### src/rtl/lc3_pkg.sv
// Shared types and sizes for the register-file write scheduler.
// Holds data width, register count, register index type and arbiter state.
package lc3_pkg;

    localparam int DATA_W = 16;
    localparam int NREG   = 8;
    localparam int REG_W  = $clog2(NREG);

    typedef logic [REG_W-1:0] reg_idx_t;

    typedef enum logic {
        LAST_ALU = 1'b0,
        LAST_MEM = 1'b1
    } last_e;

endpackage

### src/rtl/regfile_scoreboard.sv
// Pending-write scoreboard: one bit per architectural register.
// Issue sets, write-back grant clears; a same-cycle set wins.
module regfile_scoreboard
#(
    parameter int NREG = lc3_pkg::NREG
)
(
    input  logic                    clk,
    input  logic                    rst_n,
    input  logic                    iss_valid,
    input  logic [$clog2(NREG)-1:0] iss_rd,
    input  logic [$clog2(NREG)-1:0] chk_rs1,
    input  logic [$clog2(NREG)-1:0] chk_rs2,
    input  logic                    clr_en,
    input  logic [$clog2(NREG)-1:0] clr_rd,
    output logic                    iss_ready,
    output logic                    hazard
);

    import lc3_pkg::*;

    logic [NREG-1:0] pend_q;
    logic [NREG-1:0] pend_d;

    // Readiness and hazard look at the bits before this cycle's set/clear.
    always_comb begin
        iss_ready = !pend_q[iss_rd] || (clr_en && (clr_rd == iss_rd));
        hazard    = pend_q[chk_rs1] | pend_q[chk_rs2];
    end

    // Next pending mask: clear the granted register, then apply the issue.
    always_comb begin
        pend_d = pend_q;
        if (clr_en) begin
            pend_d[clr_rd] = 1'b0;
        end
        if (iss_valid && iss_ready) begin
            pend_d[iss_rd] = 1'b1;
        end
    end

    // Pending mask register.
    always_ff @(posedge clk or negedge rst_n) begin
        if (!rst_n) begin
            pend_q <= '0;
        end else begin
            pend_q <= pend_d;
        end
    end

endmodule

### src/rtl/regfile_write_scheduler.sv
// Arbitrates ALU and load write-backs onto one register-file write port.
// Define RR_ARB_EN for round-robin; otherwise MEM has fixed priority.
module regfile_write_scheduler
#(
    parameter int DATA_W = lc3_pkg::DATA_W,
    parameter int NREG   = lc3_pkg::NREG
)
(
    input  logic                    CLK,
    input  logic                    RST_N,
    input  logic                    ALU_REQ,
    input  logic [$clog2(NREG)-1:0] ALU_RD,
    input  logic [DATA_W-1:0]       ALU_DATA,
    output logic                    ALU_GNT,
    input  logic                    MEM_REQ,
    input  logic [$clog2(NREG)-1:0] MEM_RD,
    input  logic [DATA_W-1:0]       MEM_DATA,
    output logic                    MEM_GNT,
    input  logic                    ISS_VALID,
    input  logic [$clog2(NREG)-1:0] ISS_RD,
    output logic                    ISS_READY,
    input  logic [$clog2(NREG)-1:0] CHK_RS1,
    input  logic [$clog2(NREG)-1:0] CHK_RS2,
    output logic                    HAZARD,
    output logic                    RD_LE,
    output logic [$clog2(NREG)-1:0] RD,
    output logic [DATA_W-1:0]       DATA_IN
);

    import lc3_pkg::*;

    localparam int RW = $clog2(NREG);

    logic              alu_gnt;
    logic              mem_gnt;
    logic              any_gnt;
    logic [RW-1:0]     win_rd;
    logic [DATA_W-1:0] win_data;

    logic              rd_le_q;
    logic              rd_le_d;
    logic [RW-1:0]     rd_q;
    logic [RW-1:0]     rd_d;
    logic [DATA_W-1:0] data_q;
    logic [DATA_W-1:0] data_d;

`ifdef RR_ARB_EN
    last_e last_q;
    last_e last_d;

    // Round-robin grant: on contention the side not served last wins.
    always_comb begin
        alu_gnt = 1'b0;
        mem_gnt = 1'b0;
        last_d  = last_q;
        if (RST_N) begin
            if (ALU_REQ && MEM_REQ) begin
                if (last_q == LAST_MEM) begin
                    alu_gnt = 1'b1;
                end else begin
                    mem_gnt = 1'b1;
                end
            end else if (ALU_REQ) begin
                alu_gnt = 1'b1;
            end else if (MEM_REQ) begin
                mem_gnt = 1'b1;
            end
            if (alu_gnt) begin
                last_d = LAST_ALU;
            end else if (mem_gnt) begin
                last_d = LAST_MEM;
            end
        end
    end

    // Last-winner register; reset favours the ALU first.
    always_ff @(posedge CLK or negedge RST_N) begin
        if (!RST_N) begin
            last_q <= LAST_MEM;
        end else begin
            last_q <= last_d;
        end
    end
`else
    // Fixed-priority grant: loads always beat the ALU.
    always_comb begin
        alu_gnt = 1'b0;
        mem_gnt = 1'b0;
        if (RST_N) begin
            if (MEM_REQ) begin
                mem_gnt = 1'b1;
            end else if (ALU_REQ) begin
                alu_gnt = 1'b1;
            end
        end
    end
`endif

    // Select the winning destination and value for the write port.
    always_comb begin
        any_gnt  = alu_gnt | mem_gnt;
        win_rd   = mem_gnt ? MEM_RD : ALU_RD;
        win_data = mem_gnt ? MEM_DATA : ALU_DATA;
        rd_le_d  = any_gnt;
        rd_d     = any_gnt ? win_rd : rd_q;
        data_d   = any_gnt ? win_data : data_q;
    end

    // Write port register: strobe for one cycle, address/data hold.
    always_ff @(posedge CLK or negedge RST_N) begin
        if (!RST_N) begin
            rd_le_q <= 1'b0;
            rd_q    <= '0;
            data_q  <= '0;
        end else begin
            rd_le_q <= rd_le_d;
            rd_q    <= rd_d;
            data_q  <= data_d;
        end
    end

    regfile_scoreboard #(
        .NREG (NREG)
    ) u_sb (
        .clk       (CLK),
        .rst_n     (RST_N),
        .iss_valid (ISS_VALID),
        .iss_rd    (ISS_RD),
        .chk_rs1   (CHK_RS1),
        .chk_rs2   (CHK_RS2),
        .clr_en    (any_gnt),
        .clr_rd    (win_rd),
        .iss_ready (ISS_READY),
        .hazard    (HAZARD)
    );

    assign ALU_GNT = alu_gnt;
    assign MEM_GNT = mem_gnt;
    assign RD_LE   = rd_le_q;
    assign RD      = rd_q;
    assign DATA_IN = data_q;

endmodule

### config.mk
export PLATFORM = sky130hd
export DESIGN_NAME = regfile_write_scheduler
export DESIGN_NICKNAME = d
export VERILOG_FILES = /design/src/rtl/lc3_pkg.sv /design/src/rtl/regfile_scoreboard.sv /design/src/rtl/regfile_write_scheduler.sv
export SDC_FILE = /design/constraint.sdc
export NUM_CORES = 1
export LEC_CHECK = 0
export ABC_AREA = 1
export BUFFER_PORTS_ARGS = -buffer_cell sky130_fd_sc_hd__buf_2
export CORE_MARGIN = 5
export CORE_UTILIZATION = 30
export CTS_CLUSTER_DIAMETER = 150
export DETAILED_ROUTE_END_ITERATION = 8
export PLACE_DENSITY = 0.66
export REMOVE_ABC_BUFFERS = 1
export SYNTH_ARGS = -nofsm -noshare
export SYNTH_HDL_FRONTEND = slang
export SYNTH_SLANG_ARGS = --single-unit
export TNS_END_PERCENT = 20
### constraint.sdc
create_clock -name CLK -period 1.6 [get_ports CLK]
set_clock_uncertainty 0.1 [all_clocks]
set_input_delay 0.32 -clock CLK [delete_from_list [all_inputs] [get_ports CLK]]
set_output_delay 0.32 -clock CLK [all_outputs]
set_load 0.01 [all_outputs]
# Word level (Yosys, flattened, before mapping)
# Index checks and enable logic that the tools add are counted.
[totals]
reg_bits = 28
inputBits = 52
word_cells = 41
[op_classes]
order_cmp = 6
n_eq_ne = 1
mux = 19
bitwise_logic = 5
n_reduce_logical = 6
[ops]
columns = ["op", "count"]
rows = [
  ["< comparator 3 x 4 -> 1 bit, second input constant", 4],
  ["2-to-1 mux 16 bit", 1],
  ["2-to-1 mux 8 bit", 2],
  ["2-to-1 mux 1 bit", 10],
  ["binary-select mux 1 bit (select 3 bit)", 3],
  ["AND 8 bit", 1],
  ["NOT 8 bit", 1],
  ["OR 8 bit", 1],
  ["demux 1 bit (select 3 bit)", 2],
  ["greater-or-equal comparator 3 x 1 -> 1 bit, second input constant", 2],
  ["logical AND 1 bit", 4],
  ["== test 3 bit", 1],
  ["2-to-1 mux 3 bit", 1],
  ["OR 1 bit", 2],
  ["zero test 1 bit", 1],
  ["logical OR 1 bit", 1],
]

# Logic depth before layout (Yosys ltp)
# Gate-level depths: netlist of the first run.
[logic_depth]
word_depth = 12
ltp_mapped = 10
mapped_depth_nobuf = 10

# Cells and area by module
# From an unflattened synthesis of the first run, not the netlist that was laid out.
[unflattened]
cells_unflattened = 264
hier_area_um2 = 1823.0
[modules_own_cells]
columns = ["mod", "instances", "cells_per_inst", "area_each_um2"]
rows = [
  ["regfile_write_scheduler", 1, 149, 1082.3],
  ["regfile_scoreboard", 1, 115, 740.7],
]

# Worst setup path after synthesis of the first run
# No wires, ideal clock.
[synth_path]
kind = "in2out"
start = "input MEM_REQ"
end = "output ISS_READY"
arrival_time_ps = 1001
t_required_ps = 1180
path_slack_ps = 179
cell_stages = 8
path_buffers = 1
cell_sequence = "nand2_2 -> buf_6 -> nand2_1 -> nand3_1 -> nand2_1 -> nor2_1 -> nand2_2 -> nand2_4"
[synth_between]
elab_chain_len = 6
[synth_lines]
columns = ["item", "line_no", "source"]
rows = [
  ["start: declaration", "regfile_write_scheduler.sv:15", "input logic MEM_REQ,"],
  ["2-to-1 mux 1 bit", "regfile_write_scheduler.sv:90", "if (MEM_REQ) begin"],
  ["2-to-1 mux 1 bit", "regfile_write_scheduler.sv:89", "if (RST_N) begin"],
  ["2-to-1 mux 3 bit", "regfile_write_scheduler.sv:102", "win_rd = mem_gnt ? MEM_RD : ALU_RD;"],
  ["== test 3 bit", "regfile_scoreboard.sv:27", "iss_ready = !pend_q[iss_rd] || (clr_en && (clr_rd == iss_rd));"],
  ["logical AND 1 bit *", "regfile_scoreboard.sv:27", ""],
  ["logical OR 1 bit *", "regfile_scoreboard.sv:27", ""],
  ["end: declaration", "regfile_write_scheduler.sv:21", "output logic ISS_READY,"],
]
# Mark *: on every way between the ends. The rest lies on a longest branch, timed or not.

# Worst setup path after layout of the first run
[layout_path]
start = "register u_sb.pend_q[5]"
end = "output HAZARD"
[layout_between]
elab_chain_len = 3
[layout_lines]
columns = ["item", "line_no", "source"]
rows = [
  ["start: declaration", "regfile_scoreboard.sv:22", "logic [NREG-1:0] pend_q;"],
  ["start signal: assignment", "regfile_scoreboard.sv:47", "pend_q <= pend_d;"],
  ["binary-select mux 1 bit (select 3 bit)", "regfile_scoreboard.sv:28", "hazard = pend_q[chk_rs1] | pend_q[chk_rs2];"],
  ["2-to-1 mux 1 bit (not written as such)", "regfile_scoreboard.sv:28", ""],
  ["OR 1 bit *", "regfile_scoreboard.sv:28", ""],
  ["end: declaration", "regfile_write_scheduler.sv:24", "output logic HAZARD,"],
]
# Mark *: on every way between the ends. The rest lies on a longest branch, timed or not. The select of a mux whose other input is x is not followed.

==> results_dict.tcl, run 1 <==
set metrics [dict create \
    area_growth_pct 38.3 \
    yosysUniqueCellTypes 22 \
    slowest_delay_ns 0.44 \
    synth_flop_cell "dfrtp_1" \
    root_buffer "clkbuf_8" \
    avgSynthCellArea_um2 7.18 \
    drt-pass1-iter-count 4 \
    routed_wl_um 4810 \
    cp_top_family "flip-flops" \
    crit_required_ns 1.18 \
    worstPathArrival_ns 1.36 \
    slew_headroom 0.766 \
    port_buffers 75 \
    nNetsFinal 379 \
    cts.sinks 28 \
    grt_pass1_wl_um 8260 \
    fin_ws_ns -0.181 \
    cts.htree.levels 1 \
    ys_top_cells_by_count "61 x nand2_1, 32 x o21ai_0, 28 x dfrtp_1" \
    fill_cells 581 \
    cp-end-kind "output pin" \
    clk_pin_slew_ns 0.10 \
    post-route-min-period_ns 1.78 \
    netlist_instances 235 \
    worstPathCellList "nor2_1, nor2_1, o21ai_0, nand2_1, o22ai_1, nand2_1, buf_2" \
    rows 27 \
    multi_input_area_um2 873 \
    synth_top_area_cell "dfrtp_1" \
    gp_congestion 0.847 \
    hold_viol_final 0 \
    cts_tree "built" \
    max_freq_ghz 0.561 \
    finalCritPeriodShare 1.11 \
    cap_violations 0 \
    drtIter0Drc 69 \
    synth.area.top_cells "dfrtp_1 42%, nand2_1 14%, o21ai_0 9.5%" \
    power_leakage_nw 1.20 \
    rsz0062_at_grt "true" \
    async_flop_share 1.00 \
    grt_max_degree 29 \
    clk_latency_ns 0.27 \
    fp.coreArea_um2 5470 \
    synth-edff-count 0 \
    synth_area_um2 1690 \
    ios 76 \
    start_kind "register" \
    critical_path_class "reg2out" \
    die_x_um 85.0 \
    dp_hpwl_um 3870 \
    die-area_um2 7230 \
    clockBufferDepth 2 \
    yosysSeqAreaShare 0.415 \
    ant_nets 0 \
    vias 1847 \
    start_util 0.308 \
    antenna_found_initial 0 \
    status "complete, but fails checks" \
    cp_slowest_cell "dfrtp_1" \
    diodes 0 \
    synth.most_common_cell "nand2_1" \
    register_area_um2 701 \
    violations "setup timing" \
    cp_max_fo 4 \
    setup_tns_ns -0.294 \
    max-vdd-ir-drop_mv 0.428 \
    yosys.area.top_type_share 0.415 \
    cts_hold_buf 0 \
    p_per_area_nw_per_um2 939 \
    die-height_um 85.0 \
    pre_cts_slack_ns -0.0715 \
    grt.total_usage 0.134 \
    synth_seq_cells 28 \
    vias_per_cell 4.64 \
    yosysWarningCount 0 \
    finalSetupViolCount 2 \
    drc 0 \
    gr-total-overflow 0 \
    maxSlewViolCount 0 \
    worstHoldPathType "in2async" \
    grt_pass1_vias 1904 \
    detail_route.wl_per_cell_um 12.1 \
    worst_pin_slew_ns 0.351 \
    worst-path-buf-inv 1 \
    drive_above_1_share 0.383 \
    cts_buffers 3 \
]
per-stage QoR:
step           hold WS (ns)   util  total power, W  cells  cell area [µm²]
2_1_floorplan       -0.0756      -         0.00128    226             1630
3_3_place_gp          0.361  0.408         0.00160    391             2230
3_5_place_dp          0.369  0.408         0.00160    391             2230
4_1_cts              0.0834  0.425         0.00220    398             2330
5_1_grt               0.111  0.427         0.00234    398             2330
6_report             0.0666  0.427         0.00219    398             2330
worst paths after layout:
| check | startpoint | end | slack [ns] | depth (start not counted) |
|---|---|---|---|---|
| worst max-delay path | u_sb.pend_q[5]$_DFF_PN0_ | HAZARD | -0.18 | 7 |
| worst min-delay path | RST_N | DATA_IN[7]$_DFFE_PN0N_ | 0.07 | 2 |
| worst max register to register | u_sb.pend_q[1]$_DFF_PN0_ | u_sb.pend_q[0]$_DFF_PN0_ | 0.21 | 10 |
| worst min register to register | RD[0]$_DFFE_PN0N_ | RD[0]$_DFFE_PN0N_ | 0.39 | 2 |
| max in group asynchronous | RST_N | RD[0]$_DFFE_PN0N_ | 1.08 | 2 |
| min in group CLK | MEM_DATA[11] | DATA_IN[11]$_DFFE_PN0N_ | 0.18 | 3 |
flip-flops by register name (all words and copies together), names as in the netlist:
signal and count:
DATA_IN 16, RD 3, RD_LE 1, u_sb.pend_q 8
what timing repair did:
item | CTS | global route
buffers inserted | 3 | 0
endpoints found under the setup margin | 2 | 2
pin swaps | 1 | 3
gates resized for setup | 4 | 5
power breakdown:
group | internal, W | switching, W
sequential | 0.000834 | 0.000107
clock | 0.000335 | 0.000221
combinational | 0.000311 | 0.000385
total | 0.00148 | 0.000713
layout make-up:
cell class | instances | area share
Multi-Input combinational cell | 181 | 0.374
Sequential cell | 28 | 0.300
Timing Repair Buffer | 96 | 0.228
Tap cell | 72 | 0.0386
Inverter | 17 | 0.0284
Clock buffer | 3 | 0.0177
Clock inverter | 1 | 0.0129
kinds of logic (layout without fill, tap and decap cells):
kind of cell           Yosys count  after routing  share of synthesized area
flip-flops                      28             28                      0.415
AND/OR/NAND/NOR                122            122                      0.331
buffers and inverters           26            117                     0.0734
AO/OA/AOI/OAI                   59             59                      0.180
cell usage in the layout (no fill, tap or decap), drive strengths merged:
master	n
o21bai	1
a21oi	19
clkbuf	3
dfrtp	28
nand2	69
a211oi	1
inv	17
nand3	17
bufinv	1
nor2	28
o22ai	3
o21ai	35
buf	96
nor3	8
routing by layer:
metal / track usage / wire (µm) / up-vias / share of wire
met5: 0 / 0 / - / 0
met4: 0.0245 / 15 / 0 / 0.0031
met3: 0.0388 / 436 / 2 / 0.091
met2: 0.223 / 2190 / 73 / 0.45
met1: 0.174 / 2170 / 813 / 0.45
li1: - / - / 959 / -
worst reg2reg max path: stages, from the launching register on:
cell and delay (ns):
dfrtp_1 0.43, nand2_1 0.07, o21ai_1 0.08, nand2_1 0.06, nand2_1 0.06, nand2_1 0.06, nand2_2 0.08, nand2_4 0.05
buf_4 0.17, nand3_2 0.07, nand2_1 0.05
No activity file was read; power rests on OpenSTA's default activity.
==> run 2: changes to the inputs <==
--- a/config.mk
+++ b/config.mk
@@ -8,10 +8,10 @@
 export ABC_AREA = 1
 export BUFFER_PORTS_ARGS = -buffer_cell sky130_fd_sc_hd__buf_2
 export CORE_MARGIN = 5
-export CORE_UTILIZATION = 30
+export CORE_UTILIZATION = 40
 export CTS_CLUSTER_DIAMETER = 150
 export DETAILED_ROUTE_END_ITERATION = 8
-export PLACE_DENSITY = 0.66
+export PLACE_DENSITY = 0.81
 export REMOVE_ABC_BUFFERS = 1
 export SYNTH_ARGS = -nofsm -noshare
 export SYNTH_HDL_FRONTEND = slang
==> results_dict.tcl, run 2 (synthesized netlist as in run 1, its figures left out) <==
set metrics [dict create \
    grt_pass1_wl_um 8420 \
    grt_pass1_vias 1942 \
    max-vdd-ir-drop_mv 0.435 \
    grt_max_degree 18 \
    fp.coreArea_um2 4060 \
    power_frac_seq 0.460 \
    violations "setup timing" \
    die-area_um2 5620 \
    final_common_cell "buf_2" \
    clk_pin_slew_ns 0.09 \
    clockBufferDepth 2 \
    p_comb_frac 0.329 \
    worst_pin_slew_ns 0.231 \
    drtIter0Drc 134 \
    cts_tree "built" \
    gr-total-overflow 0 \
    cp_max_fo 3 \
    cp-end-kind "output pin" \
    finalCritPeriodShare 1.10 \
    drive_above_1_share 0.384 \
    cts_buffers 3 \
    critical_path_class "reg2out" \
    fin_util 0.566 \
    start_kind "register" \
    fin_ws_ns -0.165 \
    finalSetupViolCount 2 \
    nNetsFinal 376 \
    mostFrequentLayoutCells "75 x buf_2, 60 x nand2_1, 29 x o21ai_0" \
    vias_per_cell 5.07 \
    antenna_found_initial 0 \
    reg2reg_slack_ns 0.22 \
    dp_hpwl_um 4060 \
    rows 23 \
    cp_slowest_cell "dfrtp_1" \
    post-route-min-period_ns 1.77 \
    cts_hold_buf 0 \
    status "complete, but fails checks" \
    vias 1891 \
    worstPathArrival_ns 1.35 \
    p_per_area_nw_per_um2 898 \
    diodes 0 \
    port_buffers 75 \
    die-height_um 75.0 \
    worstPathCellList "inv_1, nor2_1, a211oi_1, o21ai_0, o21ai_0, nand2_1, buf_2" \
    p_sw_w 0.000709 \
    gp_congestion 0.937 \
    slowest_delay_ns 0.43 \
    largest_reg_flops 16 \
    maxSlewViolCount 0 \
    worst_hold_slack_ns 0.0241 \
    area_growth_pct 36.0 \
    cts.sinks 28 \
    power_frac_clock 0.211 \
    clk_latency_ns 0.27 \
    cap_violations 0 \
    ant_nets 0 \
    ios 76 \
    dpl_cell_area_um2 2210 \
    die_x_um 75.0 \
    routed_wl_um 4980 \
    max_freq_ghz 0.567 \
    worstHoldPathType "in2async" \
    drc 0 \
    cts.htree.levels 1 \
    rsz0062_at_grt "true" \
    switching_share 0.344 \
    root_buffer "clkbuf_8" \
    fin_area_um2 2290 \
    drt-pass1-iter-count 4 \
    grt.total_usage 0.192 \
    detail_route.wl_per_cell_um 13.3 \
    p_int_w 0.00135 \
    power_leakage_nw 1.18 \
    start_util 0.416 \
    hold_viol_final 0 \
    crit_required_ns 1.18 \
    slew_headroom 0.845 \
    cpMostUsedCell "o21ai_0" \
]
run 2: path summary, 6_finish.rpt:
check | from | end | cells past startpoint
max reg2reg | u_sb.pend_q[0]$_DFF_PN0_ | u_sb.pend_q[3]$_DFF_PN0_ | 10
min | RST_N | RD[2]$_DFFE_PN0N_ | 2
max | u_sb.pend_q[4]$_DFF_PN0_ | HAZARD | 7
min in group CLK | MEM_DATA[10] | DATA_IN[10]$_DFFE_PN0N_ | 3
max in group asynchronous | RST_N | RD_LE$_DFF_PN0_ | 2
min reg2reg | RD[2]$_DFFE_PN0N_ | RD[2]$_DFFE_PN0N_ | 2
run 2: metrics by stage:
| step | instances | total power (W) | worst slack [ns] | setup TNS (ns) |
|---|---|---|---|---|
| after floorplan | 226 | 0.00128 | 0.00361 | 0 |
| final | 373 | 0.00206 | -0.165 | -0.269 |
| after CTS | 372 | 0.00204 | -0.163 | -0.321 |
| after global placement | 368 | 0.00159 | -0.0316 | -0.0316 |
| after detailed placement | 368 | 0.00161 | -0.0789 | -0.311 |
| after global routing | 373 | 0.00221 | -0.271 | -0.497 |
run 2: cell type report:
| class | count | area [µm²] |
|---|---|---|
| inverter | 17 | 68.8 |
| timing repair buffer | 93 | 523 |
| sequential | 28 | 702 |
| multi-input combinational | 181 | 883 |
| fill | 379 | 1760 |
| clock buffer | 4 | 55.1 |
| tap | 50 | 62.6 |
run 2: timing repair:
item | in CTS | in global routing
gates resized for setup | 3 | 8
setup buffers | 0 | 1
gates cloned | 0 | 0
pin swaps | 2 | 3
setup endpoints to repair | 3 | 3
run 2: worst max-delay path: cells and delay by family (launching register included):
family                 cells  cell delay, ns
DFF                        1            0.43
buffers and inverters      2            0.22
AOI/OAI and AO/OA          3            0.31
and+or+nand+nor            2            0.11
run 2: power by group through the flow:
| stage | Clock [W] | Combinational, W | Sequential (W) |
|---|---|---|---|
| after floorplan | 0 | 0.000325 | 0.000953 |
| after global placement | 0 | 0.000637 | 0.000951 |
| after detailed placement | 0 | 0.000654 | 0.000953 |
| after CTS | 0.000442 | 0.000657 | 0.000941 |
| after global routing | 0.000476 | 0.000770 | 0.000966 |
| final | 0.000435 | 0.000678 | 0.000949 |
run 2: layer usage:
metal  up-vias  wire length [µm]  GRT usage
li1        950                 -          -
met1       849              2020      0.231
met2        81              2480      0.337
met3        11               390     0.0481
met4         0                94     0.0613
met5         -                 0          0
==> run 3: changes to the inputs <==
--- a/config.mk
+++ b/config.mk
@@ -9,6 +9,7 @@
 export BUFFER_PORTS_ARGS = -buffer_cell sky130_fd_sc_hd__buf_2
 export CORE_MARGIN = 5
 export CORE_UTILIZATION = 40
+export CTS_BUF_LIST = sky130_fd_sc_hd__clkbuf_16
 export CTS_CLUSTER_DIAMETER = 150
 export DETAILED_ROUTE_END_ITERATION = 8
 export PLACE_DENSITY = 0.81
==> results_dict.tcl, run 3 (synthesized netlist as in run 1, its figures left out) <==
set metrics [dict create \
    status "complete, but fails checks" \
    violations "setup timing" \
    mostFrequentLayoutCells "75 x buf_2, 60 x nand2_1, 28 x o21ai_0" \
    vias_per_cell 5.10 \
    clk_latency_ns 0.26 \
    cp_slowest_cell "dfrtp_1" \
    maxSlewViolCount 0 \
    worst_pin_slew_ns 0.231 \
    ios 76 \
    area_growth_pct 37.7 \
    critical_path_class "reg2out" \
    cap_violations 0 \
    die-height_um 75.0 \
    largest_reg_flops 16 \
    crit_required_ns 1.18 \
    worstHoldPathType "in2async" \
    grt_pass1_wl_um 8610 \
    detail_route.wl_per_cell_um 13.6 \
    fp.coreArea_um2 4060 \
    max-vdd-ir-drop_mv 0.463 \
    cpMostUsedCell "o21ai_0" \
    port_buffers 75 \
    cts.sinks 28 \
    clk_pin_slew_ns 0.06 \
    slew_headroom 0.845 \
    clockBufferDepth 2 \
    fill_cells 375 \
    vias 1903 \
    setup_tns_ns -0.236 \
    start_util 0.416 \
    gp_congestion 0.937 \
    hold_viol_final 0 \
    worstPathCellList "inv_1, nor2_1, a211oi_1, o21ai_0, o21ai_0, nand2_1, buf_2" \
    root_buffer "clkbuf_16" \
    fin_util 0.573 \
    multi_input_area_um2 890 \
    start_kind "register" \
    power_leakage_nw 1.20 \
    drive_above_1_share 0.384 \
    drt-pass1-iter-count 4 \
    final_common_cell "buf_2" \
    rows 23 \
    routed_wl_um 5060 \
    antenna_found_initial 0 \
    finalSetupViolCount 2 \
    slowest_delay_ns 0.42 \
    post-route-min-period_ns 1.75 \
    cts_hold_buf 0 \
    grt_max_degree 18 \
    gr-total-overflow 0 \
    cp_max_fo 3 \
    grt_pass1_vias 2007 \
    drc 0 \
    rsz0062_at_grt "true" \
    cts_buffers 3 \
    die-area_um2 5620 \
    worstPathArrival_ns 1.33 \
    worst-path-buf-inv 2 \
    p_per_area_nw_per_um2 947 \
    die_x_um 75.0 \
    cts.htree.levels 1 \
    fin_ws_ns -0.149 \
    ant_nets 0 \
    cp-end-kind "output pin" \
    max_freq_ghz 0.572 \
    dp_hpwl_um 4060 \
    register_area_um2 702 \
    finalCritPeriodShare 1.09 \
    grt.total_usage 0.199 \
    drtIter0Drc 133 \
    diodes 0 \
    cp_top_family "flip-flops" \
    nNetsFinal 376 \
    cts_tree "built" \
]
[run 3: stage by stage]
stage | std cells | cell area [µm²] | power (W) | worst slack (ns) | hold slack [ns]
global placement | 368 | 2210 | 0.00159 | -0.0316 | 0.290
detailed placement | 368 | 2210 | 0.00161 | -0.0789 | 0.305
CTS | 372 | 2290 | 0.00219 | -0.146 | 0.0167
floorplan | 226 | 1630 | 0.00128 | 0.00361 | -0.0756
finish | 373 | 2320 | 0.00220 | -0.149 | 0.0406
global route | 373 | 2320 | 0.00236 | -0.239 | 0.0705
[run 3: layout make-up]
type,instances,area share
clock buffers,3,0.0323
clock inverters,1,0.00161
inverters,17,0.0296
multi-input cells,181,0.383
flip-flops and latches,28,0.302
well taps,50,0.0269
repair buffers,93,0.225
[run 3: layer usage]
| layer | up-vias | GRT usage | part of all wire |
|---|---|---|---|
| li1 | 951 | - | - |
| met5 | - | 0 | 0 |
| met1 | 871 | 0.227 | 0.40 |
| met3 | 14 | 0.0547 | 0.071 |
| met2 | 67 | 0.350 | 0.51 |
| met4 | 0 | 0.0830 | 0.023 |
[run 3: final timing paths]
kind,startpoint,to,slack (ns),cells after the start
worst max-delay path,u_sb.pend_q[4]$_DFF_PN0_,HAZARD,-0.15,7
min in group CLK,MEM_DATA[10],DATA_IN[10]$_DFFE_PN0N_,0.20,3
worst min register to register,RD[0]$_DFFE_PN0N_,RD[0]$_DFFE_PN0N_,0.40,2
max in group asynchronous,RST_N,RD_LE$_DFF_PN0_,1.15,2
worst min-delay path,RST_N,RD[2]$_DFFE_PN0N_,0.04,2
worst max register to register,u_sb.pend_q[4]$_DFF_PN0_,u_sb.pend_q[3]$_DFF_PN0_,0.22,10
[run 3: timing repair]
action                                  CTS  global route
setup buffers                             0             1
endpoints found under the setup margin    3             3
pin swaps                                 2             4
resized for setup                         3            10
[run 3: power by group]
group / internal (W) / leakage (nW) / switching [W]
clock: 0.000335 / 0.0385 / 0.000228
sequential: 0.000837 / 0.329 / 0.000114
combinational: 0.000299 / 0.829 / 0.000387
